--- src/rtl/addr_sequencer.sv ---
// Burst/strided address generator: accepts one command, then emits one address per
// beat over a valid/ready handshake, with an optional power-of-2 wrap window.
module addr_sequencer #(
    parameter int ADDR_WIDTH   = 32,
    parameter int LEN_WIDTH    = 16,
    parameter int STRIDE_WIDTH = 16
) (
    input  logic                    clk,
    input  logic                    rst,
    input  logic                    cmd_valid,
    output logic                    cmd_ready,
    input  logic [ADDR_WIDTH-1:0]   cmd_addr,
    input  logic [LEN_WIDTH-1:0]    cmd_len,
    input  logic [STRIDE_WIDTH-1:0] cmd_stride,
    input  logic                    cmd_wrap_en,
    input  logic [ADDR_WIDTH-1:0]   cmd_wrap_mask,
    output logic                    addr_valid,
    input  logic                    addr_ready,
    output logic [ADDR_WIDTH-1:0]   addr_out,
    output logic                    addr_last,
    output logic                    busy,
    output logic                    done
);

    typedef enum logic {
        IDLE = 1'b0,
        RUN  = 1'b1
    } state_t;

    state_t                  state_q, state_d;
    logic [ADDR_WIDTH-1:0]   addr_q, addr_d;
    logic [LEN_WIDTH-1:0]    remaining_q, remaining_d;
    logic [STRIDE_WIDTH-1:0] stride_q, stride_d;
    logic                    wrap_en_q, wrap_en_d;
    logic [ADDR_WIDTH-1:0]   mask_q, mask_d;
    logic                    done_q, done_d;

    logic [ADDR_WIDTH-1:0]   sum;
    logic [ADDR_WIDTH-1:0]   next_addr;
    logic                    accept;
    logic                    beat;
    logic                    last_beat;

    // Plain increment wraps modulo 2^ADDR_WIDTH; with a window only the masked offset moves.
    assign sum       = addr_q + ADDR_WIDTH'(stride_q);
    assign next_addr = wrap_en_q ? ((addr_q & ~mask_q) | (sum & mask_q)) : sum;

    assign cmd_ready  = (state_q == IDLE);
    assign addr_valid = (state_q == RUN);
    assign busy       = (state_q == RUN);
    assign addr_out   = addr_q;
    assign addr_last  = (state_q == RUN) && (remaining_q == LEN_WIDTH'(1));
    assign done       = done_q;

    assign accept    = cmd_valid && cmd_ready;
    assign beat      = addr_valid && addr_ready;
    assign last_beat = beat && addr_last;

    always_comb begin
        state_d     = state_q;
        addr_d      = addr_q;
        remaining_d = remaining_q;
        stride_d    = stride_q;
        wrap_en_d   = wrap_en_q;
        mask_d      = mask_q;
        done_d      = 1'b0;
        unique case (state_q)
            IDLE: begin
                if (accept) begin
                    addr_d      = cmd_addr;
                    remaining_d = cmd_len;
                    stride_d    = cmd_stride;
                    wrap_en_d   = cmd_wrap_en;
                    mask_d      = cmd_wrap_mask;
                    if (cmd_len == '0) begin
                        done_d = 1'b1;
                    end else begin
                        state_d = RUN;
                    end
                end
            end
            RUN: begin
                if (beat) begin
                    remaining_d = remaining_q - LEN_WIDTH'(1);
                    if (last_beat) begin
                        // Final address is left on addr_out; addr_valid drops with the state.
                        state_d = IDLE;
                        done_d  = 1'b1;
                    end else begin
                        addr_d = next_addr;
                    end
                end
            end
            default: state_d = IDLE;
        endcase
    end

    always_ff @(posedge clk) begin
        if (rst) begin
            state_q     <= IDLE;
            addr_q      <= '0;
            remaining_q <= '0;
            stride_q    <= '0;
            wrap_en_q   <= 1'b0;
            mask_q      <= '0;
            done_q      <= 1'b0;
        end else begin
            state_q     <= state_d;
            addr_q      <= addr_d;
            remaining_q <= remaining_d;
            stride_q    <= stride_d;
            wrap_en_q   <= wrap_en_d;
            mask_q      <= mask_d;
            done_q      <= done_d;
        end
    end

endmodule
--- config.mk ---
export PLATFORM = sky130hd
export DESIGN_NAME = addr_sequencer
export DESIGN_NICKNAME = d
export VERILOG_FILES = /design/src/rtl/addr_sequencer.sv
export SDC_FILE = /design/constraint.sdc
export NUM_CORES = 1
export LEC_CHECK = 0
export BUFFER_PORTS_ARGS = -buffer_cell sky130_fd_sc_hd__buf_2
export CAP_MARGIN = 20
export CORE_AREA = 5 5 126 128
export DETAILED_ROUTE_END_ITERATION = 16
export DIE_AREA = 0 0 131 133
export GPL_ROUTABILITY_DRIVEN = 0
export PLACE_DENSITY = 0.58
export SLEW_MARGIN = 20
export SYNTH_ARGS = -nofsm -noshare
export SYNTH_HDL_FRONTEND = slang
export SYNTH_SLANG_ARGS = --single-unit
--- constraint.sdc ---
create_clock -name clk -period 3.4 [get_ports clk]
set_input_delay 0.51 -clock clk [delete_from_list [all_inputs] [get_ports clk]]
set_output_delay 0.51 -clock clk [all_outputs]
set_load 0.05 [all_outputs]
; ---- Word-level counts from Yosys, hierarchy flattened
; Cells that the tools add are included.
[word_totals]
regBits = 99
output_inout_bits = 37
[op_classes]
add_sub_neg = 2
n_eq_ne = 4
muxes = 18
bitwise = 5
n_reduce_logical = 8
[ops]
columns = op, n
row1 = $mux 32, 4
row2 = $and 32x32->32, 2
row3 = $pmux 32 s2, 1
row4 = $add 32x16->32, 1
row5 = $mux 16, 2
row6 = $not 32->32, 1
row7 = $or 32x32->32, 1
row8 = $pmux 16 s2, 1
row9 = $eq 16x1->1 const B, 1
row10 = $logic_not 16->1, 1
row11 = $sub 16x1->16 const B, 1
row12 = $mux 1, 8
row13 = $logic_and 1x1->1, 4
row14 = $ne 2x1->1 const B, 2
row15 = $pmux 1 s2, 2
row16 = $reduce_and 2->1, 2
row17 = $reduce_and 3->1, 1
row18 = $ne 2x2->1 const B, 1
row19 = $not 1->1, 1

; ---- Logic depth before layout (Yosys ltp)
; Gate-level depths: netlist of the first run.
[depth]
ltp_word = 7
depth_mapped = 10
ltp_nobuf = 9

; ---- Worst setup path after synthesis of the first run
; OpenSTA, ideal clock, no wires.
[synth_path]
kind = register to register
startpoint = register with a tool-made name
endpoint = register with a tool-made name
setup_ns = 0.131
arrival_ns = 2.431
required_ns = 3.269
path_slack_ns = 0.838
path_stages_with_launch = 11
path_buffers = 1
cell_sequence = dfxtp_1 -> ha_1 -> fa_1 -> a21oi_1 -> o211a_1 -> o31ai_2 -> o31ai_1 -> buf_6 -> nor4_1 -> o221ai_1 -> o21ai_0

; ---- Final worst setup path of the first run
[layout_path]
startpoint = register remaining_q[7]
endpoint = output port addr_last
[layout_via]
elab_chain_cells = 2
[layout_lines]
columns = element, line_no
row1 = start: declaration, 32  ; logic [LEN_WIDTH-1:0] remaining_q, remaining_d;
row2 = start signal: assignment, 110  ; remaining_q <= remaining_d;
row3 = $eq 16x1->1, 52  ; assign addr_last = (state_q == RUN) && (remaining_q == LEN_WIDTH'(1));
row4 = $logic_and 1x1->1, 52
row5 = end: declaration, 20  ; output logic addr_last,
; Every way passes these cells.

==> results of run 1 <==
## layout make-up
class | count | share of cell area
Multi-Input combinational cell | 593 | 0.509
Timing Repair Buffer | 150 | 0.116
Clock inverter | 7 | 0.0102
Sequential cell | 99 | 0.290
Inverter | 14 | 0.00769
Clock buffer | 9 | 0.0329
Tap cell | 188 | 0.0344
## per-layer routing
layer	GRT usage	vias to the layer above	part of all wire
li1	-	2959	-
met1	0.306	2751	0.47
met2	0.317	203	0.45
met3	0.0509	20	0.067
met4	0.0526	0	0.013
met5	0	-	0
## metrics by stage
stage | worst slack, ps | std cells | area [µm²]
after floorplan | 838 | 754 | 5740
after global placement | 911 | 1044 | 6540
after detailed placement | 895 | 1044 | 6540
after CTS | 828 | 1060 | 6840
after global routing | 714 | 1060 | 6840
final | 838 | 1060 | 6840
## kinds of logic after synthesis
group | Yosys count
and+or+nand+nor | 302
AOI/OAI and AO/OA | 245
DFF | 99
buffers and inverters | 62
adders and majority gates | 19
xor gates and xnor gates | 14
muxes | 13
## power by group
| group | internal (W) | leakage (nW) | switching (W) |
|---|---|---|---|
| clock | 0.000518 | 0.142 | 0.000519 |
| combinational | 0.000282 | 1.88 | 0.000533 |
| sequential | 0.00125 | 0.816 | 0.0000979 |
## placed cells by master (no fill, tap or decap), types with 3 or more instances in the layout
cell	instances
nor3_1	12
nand4_1	11
inv_1	14
nand2b_1	12
nand2_1	134
inv_6	3
clkbuf_16	9
o31ai_1	3
buf_4	12
o32ai_1	3
o211ai_1	4
nand2_2	3
o21ai_0	61
a21o_1	6
mux2i_1	13
nor2_1	64
a21boi_0	3
a221oi_1	5
and2_1	5
a31oi_1	10
o221ai_1	8
o22ai_1	8
a22oi_1	8
a211oi_1	10
xor2_1	8
and3_1	11
nor4_1	11
xnor2_1	6
nor2b_1	6
nand3_1	13
nor3b_1	3
o21a_1	4
a311oi_1	5
a21oi_1	83
buf_2	137
ha_1	18
dfxtp_1	99
## tightest hold or removal path, stage by stage
cell and delay [ps]:
buf_2 90, nand2_1 40, a21oi_1 50
## worst paths after layout
| kind | end | slack [ps] | cells after the start |
|---|---|---|---|
| setup / recovery | addr_last | 840 | 4 |
| hold / removal | mask_q[29]$_SDFFE_PP0P_ | 380 | 3 |
| setup reg to reg | flip-flop | 870 | 9 |
| hold reg to reg | stride_q[3]$_SDFFE_PP0P_ | 460 | 2 |
==> key figures, run 1 <==
Place
  – PortBufs: 137
  – Post-DP HPWL: around 14000 µm

Layout
  – Area occupied by multi-input gates: between 3000 and 4000 µm²
  – Synth-to-layout area growth: 19.1%
  – Final #Nets: 987
  – Finished Core Util: 0.464
  – Register Area: about 2000 µm²
  – Share of cells above drive strength 1: 0.217
  – N_diodes: 0
  – Fillers: around 1500

Clock tree
  – Worst skew pair latency: around 360 ps
  – CTS Buffer Depth: 2
  – PostCTS Resize Cnt: 0
  – Post-CTS setup buffer count: 0
  – Clock Pin Slew Worst Setup and Hold Paths: roughly 80 ps
  – Cts hold-fix bufs: 0
  – TritonCTS clock tree: built
  – Clock Sinks: a little under 100
  – CTS Root Cell: clkbuf_16
  – H-tree levels: 3
  – Total CTS buffers: 9

Floorplan
  – Die Y: 133 µm
  – Horiz. Die Dim: about 130 µm
  – Core footprint: roughly 15000 µm²
  – # IOs: approximately 140
  – Std cell rows: 45
  – Initial Util: 0.389
  – DIE AREA: between 15000 and 20000 µm²

Timing
  – RSZ-0062 raised after global routing: no
  – Final setup viols: 0
  – Final number of hold-violating endpoints: 0
  – Worst-Margin Slew: about 830 ps
  – Fin Setup TNS: 0 ps
  – Slew Limit Headroom: 0.447
  – Final setup skew: between 8 and 9 ps
  – Final worst-path cycle share: 0.753
  – Fmax: 390 MHz
  – Max Slew Vio Count: 0
  – Min cycle time layout: approximately 2600 ps
  – Worst hold margin: roughly 380 ps

Yosys
  – Compound-Gate Fraction of Synth Area: 0.268
  – Cells after Synth: approximately 750
  – Mux contribution to synthesized area: 0.0227
  – Area leader, netlist: dfxtp_1
  – Syn. warnings: 0
  – Leading cell type by number of instances after synthesis: nand2_1
  – Synth Area in XOR/XNOR: 0.0214
  – Largest family of logic cells by synthesized area: compound AO/OA/AOI/OAI gates
  – Ys flop type: dfxtp_1
  – Share of the synthesized area in the top cell type: 0.345
  – Syn Area/Cell: around 7.6 µm²
  – Register area share after synthesis: 0.345
  – Post-synthesis adder-cell area fraction: 0.0427
  – Post-synth net total: 874
  – Commonest cells post-synth: 135 x nand2_1, 99 x dfxtp_1, 84 x a21oi_1
  – Post-Synth Simple-Gate Area: 0.248
  – Netlist Area Pre-Place: 5740 µm²
  – #FFs+latches synth: 99
  – Synth unique cells: 69
  – Async SR Flop Fraction: 0
  – Number of synthesized flops with an enable pin: 0
  – Largest cells by area after synthesis: dfxtp_1 35%, nand2_1 8.8%, a21oi_1 7.3%

Critical path
  – CP Launch Point: remaining_q[7]$_SDFFE_PP0P_
  – Max incr delay on CP: ~600 ps
  – Worst Path Required: 2890 ps
  – CP max stage cell: or4_4
  – WP data arrival: slightly above 2000 ps
  – CP bufs+invs: 1
  – Crit. End Element: primary output
  – Worst Path Class, Setup: reg2out
  – Kind of cell adding the most delay to the critical path: simple AND/OR/NAND/NOR gates
  – Cell Chain, Critical Path: or4_4 > nor3_4 > and2_1 > buf_2
  – Critical path launch point type: flip-flop
  – Worst-path fanout max: 7

Routing
  – Post-route ant nets: 0
  – Mean routed wirelength per cell: 17.8 µm
  – Post-Route WL: between 15000 and 20000 µm
  – Initial DRC count: 485
  – Routed via count: 5933
  – Remaining DRCs: 0
  – Via-per-instance ratio: between 5 and 6
  – Drt pass-1 iters: 5

Pwr
  – Total power draw: around 0.0032 W
  – Maximum VDD drop: between 300 and 400 µV
  – Pleak: between 2 and 3 nW
  – Cell area power density: 468 nW/µm²

Global routing
  – Vias in the first global route: approximately 5500
  – Initial antenna violation count: 0
  – Tot GR Track Use: 0.212
  – Grt ovf: 0
  – Largest net degree at the start of global routing: 70
  – First-pass GRT wire length: approximately 30000 µm

Worst hold path
  – Worst hold path type: in2reg
  – Hold Path Origin: cmd_wrap_mask[29]

Outcome
  – Outcome: finished clean

Job
  – Max-Cap Viols: 0
(Power assumes the default switching activity.)
==> run 2, diff against run 1 <==
--- a/config.mk
+++ b/config.mk
@@ -5,13 +5,14 @@
 export SDC_FILE = /design/constraint.sdc
 export NUM_CORES = 1
 export LEC_CHECK = 0
+export ABC_AREA = 1
 export BUFFER_PORTS_ARGS = -buffer_cell sky130_fd_sc_hd__buf_2
 export CAP_MARGIN = 20
-export CORE_AREA = 5 5 126 128
+export CORE_AREA = 5 5 132 134
 export DETAILED_ROUTE_END_ITERATION = 16
-export DIE_AREA = 0 0 131 133
+export DIE_AREA = 0 0 137 139
 export GPL_ROUTABILITY_DRIVEN = 0
-export PLACE_DENSITY = 0.58
+export PLACE_DENSITY = 0.57
 export SLEW_MARGIN = 20
 export SYNTH_ARGS = -nofsm -noshare
 export SYNTH_HDL_FRONTEND = slang
==> constraint.sdc (replaced) <==
create_clock -name clk -period 2.65 [get_ports clk]
set_input_delay 0.3975 -clock clk [delete_from_list [all_inputs] [get_ports clk]]
set_output_delay 0.3975 -clock clk [all_outputs]
set_load 0.05 [all_outputs]
==> key figures, run 2 <==
Outcome
  – Outcome: finished clean

Layout
  – Commonest non-fill, non-tap cells in the layout: 219 x nand2_1, 137 x buf_2, 129 x nor2_1
  – Finished Core Util: 0.463
  – Share of cells above drive strength 1: 0.162
  – Synth-to-layout area growth: 19.1%
  – Final #Nets: 1251
  – N_diodes: 0
  – Commonest non-fill, non-tap cell in the layout: nand2_1
  – Fillers: ~1800

Global routing
  – Initial antenna violation count: 0
  – Grt ovf: 0
  – First-pass GRT wire length: roughly 34000 µm
  – Vias in the first global route: 6450
  – Largest net degree at the start of global routing: 83
  – Tot GR Track Use: 0.226

Yosys
  – Number of synthesized flops with an enable pin: 0
  – Async SR Flop Fraction: 0
  – Area leader, netlist: dfxtp_1
  – Commonest cells post-synth: 220 x nand2_1, 129 x nor2_1, 122 x inv_1
  – Syn. warnings: 0
  – Ys flop type: dfxtp_1
  – Largest cells by area after synthesis: dfxtp_1 32%, nand2_1 13%, a21oi_1 9.1%
  – #FFs+latches synth: 99
  – Syn Area/Cell: between 6 and 7 µm²
  – Share of the synthesized area in the top cell type: 0.315
  – Leading cell type by number of instances after synthesis: nand2_1
  – Synth unique cells: 40
  – Post-synth net total: 1132
  – Cells after Synth: just over 1000
  – Netlist Area Pre-Place: about 6300 µm²
  – Register area share after synthesis: 0.315

Worst hold path
  – Worst hold path type: in2reg
  – Hold EP: stride_q[3]$_SDFFE_PP0P_
  – Hold Path Origin: cmd_stride[3]
  – Hold Crit Depth: 3

Critical path
  – Worst-path fanout max: 50
  – Kind of cell adding the most delay to the critical path: buffers and inverters
  – CP max stage cell: buf_4
  – Worst Path Class, Setup: reg2out
  – R2R depth: 12
  – Max incr delay on CP: 550 ps
  – CP bufs+invs: 3
  – FF-to-FF setup slack: about 560 ps
  – Worst Path Required: ~2300 ps
  – Critical path launch point type: flip-flop
  – Cell Chain, Critical Path: inv_2 > buf_4 > buf_2
  – Crit. End Element: primary output
  – WP data arrival: 1880 ps

Timing
  – Fmax: about 440 MHz
  – Slew Limit Headroom: 0.456
  – Final number of hold-violating endpoints: 0
  – RSZ-0062 raised after global routing: no
  – Worst-Margin Slew: around 820 ps
  – Fin Setup TNS: 0 ps
  – Final setup skew: 10.8 ps
  – Max Slew Vio Count: 0
  – Final worst-path cycle share: 0.861
  – Min cycle time layout: 2280 ps
  – Final setup viols: 0

Place
  – PortBufs: ~140
  – Post-DP HPWL: 16300 µm

Routing
  – Routed via count: ~6900
  – Via-per-instance ratio: 5.12
  – Remaining DRCs: 0
  – Initial DRC count: approximately 450
  – Post-Route WL: roughly 21000 µm
  – Drt pass-1 iters: 5
  – Mean routed wirelength per cell: 15.9 µm
  – Post-route ant nets: 0

Clock tree
  – CTS Root Cell: clkbuf_16
  – Post-CTS setup buffer count: 0
  – H-tree levels: 3
  – Clock Pin Slew Worst Setup and Hold Paths: 70 ps
  – Worst skew pair latency: around 360 ps
  – TritonCTS clock tree: built
  – Total CTS buffers: 9
  – Cts hold-fix bufs: 0
  – Clock Sinks: 99
  – CTS Buffer Depth: 2
  – PostCTS Resize Cnt: 0

Floorplan
  – DIE AREA: roughly 19000 µm²
  – Initial Util: 0.389
  – Core footprint: 16200 µm²
  – Die Y: 139 µm
  – # IOs: about 140
  – Horiz. Die Dim: 137 µm
  – Std cell rows: 47

Pwr
  – Pleak: roughly 3.6 nW
  – Maximum VDD drop: 320 µV
  – Total power draw: approximately 0.0044 W
  – Cell area power density: between 500 and 600 nW/µm²

Job
  – Max-Cap Viols: 0
==> run 2: changes by cell type after synthesis, moves of 12 or more <==
cell	change
o21ai_1	+34
nor2_1	+65
nand3_1	+38
a21oi_1	+31
nand2b_1	-12
nand2_1	+85
o21ai_0	+18
a211oi_1	+15
mux2i_1	-13
inv_1	+108
==> run 2: metal layers <==
metal / routed length, µm / global-route usage / vias up
met5: 0 / 0 / -
met4: 344 / 0.0546 / 0
met3: 1350 / 0.0334 / 21
met1: 10400 / 0.337 / 3123
met2: 9400 / 0.342 / 216
li1: - / - / 3578
==> run 2: how the worst max path moves through the flow <==
stage                endpoint  slack (ps)  cells after the start                   from
finish              cmd_ready         370                      3  addr_valid$_SDFF_PP0_
CTS                 cmd_ready         360                      3  addr_valid$_SDFF_PP0_
detailed placement  flip-flop         580                     12              flip-flop
global placement    flip-flop         590                     12              flip-flop
global route        cmd_ready         240                      3  addr_valid$_SDFF_PP0_
floorplan           flip-flop         600                     12              flip-flop
==> run 2: cells by family after synthesis <==
| family | after synthesis | synth area share |
|---|---|---|
| and+or+nand+nor | 436 | 0.287 |
| AOI/OAI and AO/OA | 275 | 0.237 |
| buffers and inverters | 171 | 0.106 |
| DFF | 99 | 0.315 |
| adders and majority gates | 19 | 0.0390 |
| xor gates and xnor gates | 12 | 0.0167 |
==> run 2: stage by stage <==
step / hold slack, ps / area (µm²) / instances / setup slack, ps
after floorplan: 441 / 6290 / 1012 / 602
after global placement: 457 / 7200 / 1340 / 587
after detailed placement: 461 / 7200 / 1340 / 581
after CTS: 286 / 7490 / 1356 / 357
after global routing: 304 / 7490 / 1356 / 239
final: 290 / 7490 / 1356 / 368
==> run 2: tightest hold or removal path, stage by stage <==
cell and delay, ps:
buf_2 70, o21ai_0 70, nor2_1 80
==> run 2: cell type report <==
class	count	area (µm²)	area share
inverter	128	480	0.0641
tap	220	275	0.0367
clock buffer	10	229	0.0306
clock inverter	6	63.8	0.00852
sequential	99	1980	0.264
timing repair buffer	151	816	0.109
multi-input combinational	742	3650	0.487
==> run 2: power breakdown <==
group / leakage [nW] / internal, W / switching, W / total (W)
Clock: 0.139 / 0.000734 / 0.000628 / 0.00136
Combinational: 2.67 / 0.000407 / 0.000880 / 0.00129
Sequential: 0.821 / 0.00163 / 0.000133 / 0.00177
Total: 3.63 / 0.00277 / 0.00164 / 0.00441
==> run 3, diff against run 2 <==
--- a/config.mk
+++ b/config.mk
@@ -6,13 +6,13 @@
 export NUM_CORES = 1
 export LEC_CHECK = 0
 export ABC_AREA = 1
-export BUFFER_PORTS_ARGS = -buffer_cell sky130_fd_sc_hd__buf_2
 export CAP_MARGIN = 20
 export CORE_AREA = 5 5 132 134
 export DETAILED_ROUTE_END_ITERATION = 16
 export DIE_AREA = 0 0 137 139
+export DONT_BUFFER_PORTS = 1
 export GPL_ROUTABILITY_DRIVEN = 0
-export PLACE_DENSITY = 0.57
+export PLACE_DENSITY = 0.5
 export SLEW_MARGIN = 20
 export SYNTH_ARGS = -nofsm -noshare
 export SYNTH_HDL_FRONTEND = slang
==> key figures, run 3 (synthesized netlist as in run 2, its figures left out) <==
Global routing
  – Initial antenna violation count: 0
  – Grt ovf: 0
  – Met3 Usage GRT: 0.0497
  – Grt met2 use: 0.343
  – Top Usage Layer GRT: met2
  – Vias in the first global route: about 6100
  – Largest net degree at the start of global routing: 83
  – Tot GR Track Use: 0.220
  – Met1 global-route usage: 0.300
  – First-pass GRT wire length: about 33000 µm

Clock tree
  – CTS Buffer Depth: 2
  – Cts hold-fix bufs: 0
  – TritonCTS clock tree: built
  – Worst skew pair latency: ~360 ps
  – Post-CTS setup buffer count: 0
  – Clock Pin Slew Worst Setup and Hold Paths: approximately 70 ps
  – PostCTS Resize Cnt: 0
  – H-tree levels: 3
  – CTS Root Cell: clkbuf_16
  – Total CTS buffers: 9
  – Clock Sinks: about 100

Routing
  – Post-Route WL: between 20000 and 25000 µm
  – Post-route ant nets: 0
  – Remaining DRCs: 0
  – Drt pass-1 iters: 5
  – Initial DRC count: between 300 and 400
  – Routed via count: ~6400
  – Via-per-instance ratio: about 5.1
  – Mean routed wirelength per cell: 16.8 µm

Critical path
  – Critical path launch point type: flip-flop
  – CP max stage cell: nor2_2
  – Worst Path Class, Setup: reg2reg
  – RR Startpoint: addr_valid$_SDFF_PP0_
  – Crit. End Element: flip-flop
  – Worst Path Required: 2890 ps
  – Max incr delay on CP: between 400 and 500 ps
  – Worst-path fanout max: 36
  – FF-to-FF setup slack: between 400 and 500 ps
  – Cell mode on critical path: inv_2
  – R2R depth: 9
  – WP data arrival: roughly 2400 ps
  – Cell Chain, Critical Path: nand2_1 > inv_2 > nor2_2 > inv_2 > nand2_2 > buf_12 > nor2_1 > o21ai_1 > a21oi_1

Timing
  – Final number of hold-violating endpoints: 0
  – Final setup skew: 8.38 ps
  – Max Slew Vio Count: 0
  – Final worst-path cycle share: 0.823
  – Fin Setup TNS: 0 ps
  – Slew Limit Headroom: 0.470
  – Final setup viols: 0
  – Worst-Margin Slew: 795 ps
  – RSZ-0062 raised after global routing: no
  – Min cycle time layout: 2180 ps
  – Fmax: ~460 MHz
  – Final setup margin: around 470 ps

Layout
  – Commonest non-fill, non-tap cells in the layout: 219 x nand2_1, 129 x nor2_1, 121 x inv_1
  – Synth-to-layout area growth: 11.7%
  – Register Area: between 1500 and 2000 µm²
  – Area occupied by multi-input gates: 3650 µm²
  – Fillers: 1798
  – N_diodes: 0
  – Final #Nets: approximately 1100
  – Finished Core Util: 0.434
  – Commonest non-fill, non-tap cell in the layout: nand2_1
  – Share of cells above drive strength 1: 0.0758

Floorplan
  – DIE AREA: 19000 µm²
  – Horiz. Die Dim: 137 µm
  – Core footprint: approximately 16000 µm²
  – Die Y: about 140 µm
  – Initial Util: 0.389
  – # IOs: approximately 140
  – Std cell rows: between 40 and 50

Place
  – Post-DP HPWL: ~16000 µm
  – DP Worst Slack: around 500 ps
  – PortBufs: 0

Job
  – Max-Cap Viols: 0

Pwr
  – Sw Share: 0.367
  – Clock group share of total power: 0.298
  – Pleak: ~3.2 nW
  – Sequential Power Share: 0.411
  – Sw power: around 0.0016 W
  – Combinational power share: 0.291
  – Cell area power density: ~610 nW/µm²
  – Maximum VDD drop: roughly 330 µV
  – P_int: 0.00270 W

Worst hold path
  – Hold Path Origin: rst
  – Hold EP: remaining_q[2]$_SDFFE_PP0P_
  – Worst hold path type: in2reg
  – Hold Crit Depth: 1

Outcome
  – Outcome: finished clean
[run 3: power groups by stage]
stage          clock network (W)  logic, W  registers [W]
2_1_floorplan                  0  0.000730        0.00195
3_3_place_gp                   0   0.00124        0.00178
3_5_place_dp                   0   0.00124        0.00178
4_1_cts                  0.00131   0.00125        0.00175
5_1_grt                  0.00137   0.00138        0.00177
6_report                 0.00127   0.00124        0.00175
[run 3: final cells by class]
type | instances | share of cell area
Sequential cell | 99 | 0.282
Timing Repair Buffer | 46 | 0.0527
Multi-Input combinational cell | 742 | 0.519
Clock buffer | 12 | 0.0365
Tap cell | 220 | 0.0392
Inverter | 128 | 0.0684
Clock inverter | 2 | 0.00178
[run 3: per-stage QoR]
step / power, W / hold WS [ps] / area (µm²) / cells
after floorplan: 0.00268 / 441 / 6290 / 1012
after global placement: 0.00303 / 458 / 6760 / 1235
after detailed placement: 0.00303 / 461 / 6760 / 1235
after CTS: 0.00431 / 82.4 / 7030 / 1249
after global routing: 0.00453 / 81.6 / 7030 / 1249
final: 0.00426 / 99.7 / 7030 / 1249
[run 3: worst max-delay path by stage]
stage | startpoint | end | slack (ps)
finish | addr_valid$_SDFF_PP0_ | flip-flop | 470
global route | addr_valid$_SDFF_PP0_ | flip-flop | 260
CTS | addr_valid$_SDFF_PP0_ | flip-flop | 510
detailed placement | addr_ready | flip-flop | 500
global placement | addr_ready | flip-flop | 550
floorplan | flip-flop | flip-flop | 600
[run 3: layer usage]
| layer | share of wire | vias up |
|---|---|---|
| met5 | 0 | - |
| met4 | 0.019 | 0 |
| met3 | 0.058 | 21 |
| met2 | 0.45 | 133 |
| met1 | 0.48 | 2873 |
| li1 | - | 3357 |
[run 3: worst max-delay path, delay by kind of cell (launching register included)]
| family | cells | cell delay, ps |
|---|---|---|
| and+or+nand+nor | 4 | 1060 |
| buffers and inverters | 3 | 440 |
| DFF | 1 | 380 |
| AOI/OAI and AO/OA | 2 | 160 |
